<file path="src/rtl/async_fifo_wr_arb_pkg.sv">
// Shared definitions for the FIFO write-side arbiter: FSM encoding and the
// field layout of the word pushed into the FIFO ({id, last, data}).
package async_fifo_wr_arb_pkg;

  typedef enum logic {
    IDLE = 1'b0,
    LOCK = 1'b1
  } arb_state_e;

  localparam int DATA_LSB = 0;

  function automatic int last_bit(input int data_len);
    return data_len;
  endfunction

  function automatic int id_lsb(input int data_len);
    return data_len + 1;
  endfunction

endpackage

</file>
<file path="src/rtl/async_fifo_wr_arb_rr_pick.sv">
// Combinational round-robin selector: returns the first asserted request
// found by searching cyclically upward from rr_ptr (modulo NUM_REQ).
module async_fifo_wr_arb_rr_pick
  import async_fifo_wr_arb_pkg::*;
#(
  parameter int NUM_REQ = 4,
  parameter int ID_LEN  = 2
) (
  input  logic [NUM_REQ-1:0] req,
  input  logic [ID_LEN-1:0]  rr_ptr,
  output logic               any,
  output logic [ID_LEN-1:0]  index
);

  logic [ID_LEN-1:0]  cand_idx [NUM_REQ];
  logic [NUM_REQ-1:0] cand_hit;

  // Candidate gi is the requester sitting gi places after rr_ptr.
  for (genvar gi = 0; gi < NUM_REQ; gi++) begin : g_cand
    logic [ID_LEN:0] sum;
    assign sum          = {1'b0, rr_ptr} + (ID_LEN+1)'(gi);
    assign cand_idx[gi] = (sum >= (ID_LEN+1)'(NUM_REQ)) ?
                          ID_LEN'(sum - (ID_LEN+1)'(NUM_REQ)) : sum[ID_LEN-1:0];
    assign cand_hit[gi] = req[cand_idx[gi]];
  end

  always_comb begin
    any   = |req;
    index = '0;
    for (int k = NUM_REQ - 1; k >= 0; k--) begin
      if (cand_hit[k]) index = cand_idx[k];
    end
  end

endmodule

</file>
<file path="src/rtl/async_fifo_wr_arb.sv">
// Packet-granular round-robin arbiter sharing one FIFO write port among
// NUM_REQ requesters; each beat is tagged with its source id and last flag.
module async_fifo_wr_arb
  import async_fifo_wr_arb_pkg::*;
#(
  parameter int NUM_REQ   = 4,
  parameter int DATA_LEN  = 64,
  parameter int ID_LEN    = 2,
  parameter int MAX_BEATS = 16
) (
  input  logic                         clk_w,
  input  logic                         rstn_w,
  input  logic [NUM_REQ-1:0]           req_valid,
  input  logic [NUM_REQ*DATA_LEN-1:0]  req_data,
  input  logic [NUM_REQ-1:0]           req_last,
  output logic [NUM_REQ-1:0]           req_ready,
  input  logic                         fifo_full,
  output logic                         fifo_wen,
  output logic [DATA_LEN+ID_LEN:0]     fifo_data,
  output logic                         busy,
  output logic                         overrun
);

  localparam int CNT_W    = $clog2(MAX_BEATS + 1);
  localparam int LAST_BIT = last_bit(DATA_LEN);
  localparam int ID_LSB   = id_lsb(DATA_LEN);

  arb_state_e        state_reg, state_next;
  logic [ID_LEN-1:0] rr_ptr_reg, rr_ptr_next;
  logic [ID_LEN-1:0] gnt_id_reg, gnt_id_next, gnt_id_wrap;
  logic [CNT_W-1:0]  beat_cnt_reg, beat_cnt_next;
  logic              overrun_reg, overrun_next;

  logic                pick_any;
  logic [ID_LEN-1:0]   pick_idx;
  logic [DATA_LEN-1:0] req_data_arr [NUM_REQ];
  logic                gnt_valid, gnt_last, transfer, watchdog, push_last;

  for (genvar gi = 0; gi < NUM_REQ; gi++) begin : g_req
    assign req_data_arr[gi] = req_data[gi*DATA_LEN +: DATA_LEN];
    assign req_ready[gi]    = (state_reg == LOCK) && !fifo_full &&
                              (gnt_id_reg == ID_LEN'(gi));
  end

  async_fifo_wr_arb_rr_pick #(
    .NUM_REQ (NUM_REQ),
    .ID_LEN  (ID_LEN)
  ) u_rr_pick (
    .req    (req_valid),
    .rr_ptr (rr_ptr_reg),
    .any    (pick_any),
    .index  (pick_idx)
  );

  assign gnt_valid = req_valid[gnt_id_reg];
  assign gnt_last  = req_last[gnt_id_reg];
  assign transfer  = (state_reg == LOCK) && gnt_valid && !fifo_full;
  // A runaway packet is cut at MAX_BEATS by forcing last on the final beat.
  assign watchdog  = transfer && !gnt_last &&
                     (beat_cnt_reg == CNT_W'(MAX_BEATS - 1));
  assign push_last = gnt_last || watchdog;
  assign gnt_id_wrap = (gnt_id_reg == ID_LEN'(NUM_REQ - 1)) ?
                       '0 : gnt_id_reg + ID_LEN'(1);

  assign fifo_wen                          = transfer;
  assign fifo_data[DATA_LSB +: DATA_LEN]   = req_data_arr[gnt_id_reg];
  assign fifo_data[LAST_BIT]               = push_last;
  assign fifo_data[ID_LSB +: ID_LEN]       = gnt_id_reg;
  assign busy                              = (state_reg == LOCK);
  assign overrun                           = overrun_reg;

  always_comb begin
    state_next    = state_reg;
    rr_ptr_next   = rr_ptr_reg;
    gnt_id_next   = gnt_id_reg;
    beat_cnt_next = beat_cnt_reg;
    overrun_next  = overrun_reg || watchdog;
    case (state_reg)
      IDLE: begin
        if (pick_any) begin
          gnt_id_next = pick_idx;
          state_next  = LOCK;
        end
      end
      LOCK: begin
        if (transfer) begin
          if (push_last) begin
            state_next    = IDLE;
            rr_ptr_next   = gnt_id_wrap;
            beat_cnt_next = '0;
          end else begin
            beat_cnt_next = beat_cnt_reg + CNT_W'(1);
          end
        end
      end
      default: state_next = IDLE;
    endcase
  end

  always_ff @(posedge clk_w or negedge rstn_w) begin
    if (!rstn_w) begin
      state_reg    <= IDLE;
      rr_ptr_reg   <= '0;
      gnt_id_reg   <= '0;
      beat_cnt_reg <= '0;
      overrun_reg  <= 1'b0;
    end else begin
      state_reg    <= state_next;
      rr_ptr_reg   <= rr_ptr_next;
      gnt_id_reg   <= gnt_id_next;
      beat_cnt_reg <= beat_cnt_next;
      overrun_reg  <= overrun_next;
    end
  end

endmodule

</file>
<file path="config.mk">
export PLATFORM = sky130hd
export DESIGN_NAME = async_fifo_wr_arb
export DESIGN_NICKNAME = d
export VERILOG_FILES = /design/src/rtl/async_fifo_wr_arb_pkg.sv /design/src/rtl/async_fifo_wr_arb_rr_pick.sv /design/src/rtl/async_fifo_wr_arb.sv
export SDC_FILE = /design/constraint.sdc
export NUM_CORES = 1
export LEC_CHECK = 0
export CORE_AREA = 2 2 131 133
export DETAILED_ROUTE_END_ITERATION = 12
export DIE_AREA = 0 0 133 135
export RECOVER_POWER = 100
export SETUP_SLACK_MARGIN = 0.4
export SLEW_MARGIN = 20
export SYNTH_ARGS = -nofsm -noshare
export SYNTH_HDL_FRONTEND = slang
export SYNTH_HIERARCHICAL = 1
export SYNTH_SLANG_ARGS = --single-unit
</file>
<file path="constraint.sdc">
create_clock -name clk_w -period 6.03 [get_ports clk_w]
set_input_delay 1.206 -clock clk_w [delete_from_list [all_inputs] [get_ports clk_w]]
set_output_delay 1.206 -clock clk_w [all_outputs]
set_load 0.02 [all_outputs]
</file>
==> impl_metrics.toml <==
[outcome]
status = "finished, violations left"
violations = "capacitance limit, slew limit"

[grt]
grt_use_met3_pct = 3.829
busiest_layer = "met2"
gr-usage-met1_pct = 16.41
grt_pass1_wl_mm = 19.64
grt_max_degree = 44
overflow = 0
grt_pass1_vias = 3200
grt_antenna_before_repair = 2
track_usage_pct = 14.26
grt_util_met2_pct = 25.65

[logic_synthesis]
synth_area_um2 = 2242
synth_top_flop_cell = "dfrtp_1"
syn_nets = 422
synth.avg_cell_area_um2 = 15.05
yosysWarnings = 6
ys_ff_latch = 11
synth.distinct_cells = 31
synth_seq_area_share_pct = 12.28
synth_top_cell_area_share_pct = 66.29
async_reset_ff_share_pct = 100.0
netlist_instances = 149
synth_top_cell_by_area = "mux4_2"
ys_top_cells_by_area = "mux4_2 (66%), dfrtp_1 (12%), ha_1 (3.3%), nand2b_1 (1.7%), and2_1 (1.4%)"
synth_edf_count = 0

[floorplanning]
dieWidth_um = 133
ios = 341
die_h_um = 135
initial_utilization_pct = 13.67
num_rows = 47
core-area_um2 = 16410
dieArea_um2 = 17960

[timing]
worstMarginPinSlew_ps = 1905
finalSetupViolCount = 0
skew_ps = 2.077
max_freq_ghz = 0.2116
finalMaxSlewViolations = 44
rsz0062_at_grt = "no"
finalHoldViolCount = 0
hold_ws_ps = 477.3
relSlewSlack_pct = -26.98
setup-tns-final_ps = 0
fin_crit_ps = 4727
timing.final.crit_share_pct = 78.39

[drt]
wire_per_inst_um = 19.54
wirelength_mm = 13.72
drt_iter0_drc = 101
drc = 0
vias = 2945
dr.pass1.iters = 4
via_per_inst = 4.195
drtAntennaViolNets = 0

[power_and_ir_drop]
p_leak_nw = 2.093
ir_drop_v = 0.0002029
power_density_nw_per_um2 = 301.9
finalPower_mw = 1.793

[layout]
largest_reg_flops = 5
fin_nets = 754
n_fill_cell = 1552
final_common_cell = "clkdlybuf4s50_1"
synthToLayoutAreaGrowth_pct = 164.9
drive_gt1_share_pct = 15.83
fin_cells = 702
layout_common_cells = "clkdlybuf4s50_1 (267), dlygate4sd3_1 (73), mux4_2 (66), dfrtp_1 (11)"
postLayoutCellArea_um2 = 5939

[clock_tree]
cts.repair.resized = 0
cts.sink_count = 11
root_buffer = "clkbuf_16"
worstSkewPairLatency_ps = 240
cts_buffers = 3
cts_hold_buf = 0
ctsLongestPathBuffers = 2
path_clk_slew_ps = 40
htree_levels = 1
cts_tree = "yes"
post-cts-setup-buffer-count = 0

[placement]
placed_cells = 696
io_buffers = 340
post_dp_cell_area_um2 = 5869
hpwl_mm = 11.92
place_congestion = 0.8875

[worst_setup_path]
worst-setup-path-type = "reg2out"
crit_path_start_kind = "register"
cp-end-kind = "output pin"
crit_arrival_ps = 3520
cp_max_fo = 43
required_ps = 4820

[hold_path]
worst_hold_path_type = "reg2reg"

[job]
maxCapViolations = 1
## cell type report
| class | count | area [um^2] | area share [%] |
|---|---|---|---|
| timing repair buffer | 343 | 3421 | 57.59 |
| multi-input combinational | 117 | 1866 | 31.41 |
| sequential | 11 | 275.3 | 4.635 |
| tap | 220 | 275.3 | 4.635 |
| clock buffer | 4 | 78.83 | 1.327 |
| inverter | 5 | 18.77 | 0.3160 |
| antenna | 2 | 5.005 | 0.08426 |
## stage by stage
step	utilization, %	setup slack (ps)
2_1_floorplan	-	2805
3_5_place_dp	35.77	1815
4_1_cts	36.25	1807
6_report	36.20	1303
3_3_place_gp	35.77	1826
5_1_grt	36.20	953.8
## where the power goes
group	switching [mW]	internal (mW)	total [mW]
sequential	0.0937	0.0952	0.189
combinational	0.647	0.834	1.48
clock	0.0350	0.0890	0.124
total	0.776	1.02	1.79
## critical path, stage by stage, from the launching register on
cell and delay (ps):
dfrtp_1 1610, buf_4 570, mux4_2 380, dlygate4sd3_1 690
## cell families (layout without fill, tap and decap cells)
group,Yosys count,count (layout),synth area share [%]
other cells,0,2,0
flops,11,11,12.28
mux,70,70,68.19
buf+inv,21,352,4.353
simple gates,27,27,6.864
compound gates,14,14,4.967
fa+ha+maj,6,6,3.348
## synthesized netlist by cell type (2+ instances only)
master and n:
nor2_1 5, buf_2 6, o21ai_0 2, and2_1 5, nand2_1 4, mux4_2 66
buf_1 3, o22ai_1 2, and3_1 2, inv_1 5, nand2b_1 6, mux2_2 2
o311ai_0 2, mux2i_1 2, dfrtp_1 11, ha_1 6, nor2b_1 2, clkbuf_1 5
## path summary, 6_finish.rpt
path                                            from                           to  slack (ps)  cells after the start
setup / recovery           gnt_id_reg[1]$_DFFE_PN0P_                fifo_data[26]        1300                      3
hold / removal                     overrun$_DFF_PN0_            overrun$_DFF_PN0_         480                      1
setup reg to reg           gnt_id_reg[1]$_DFFE_PN0P_  beat_cnt_reg[2]$_DFFE_PN0P_        3040                      3
hold reg to reg                    overrun$_DFF_PN0_            overrun$_DFF_PN0_         480                      1
max in group asynchronous                     rstn_w    rr_ptr_reg[0]$_DFFE_PN0P_        4310                      1
min in group asynchronous                     rstn_w  beat_cnt_reg[4]$_DFFE_PN0P_        1380                      1
## routing by layer
metal	share of wire, %	vias to the layer above
met5	0	-
met4	2.6	0
met3	8.5	23
met2	52	161
met1	37	1433
li1	-	1328
(Power assumes the default switching activity.)
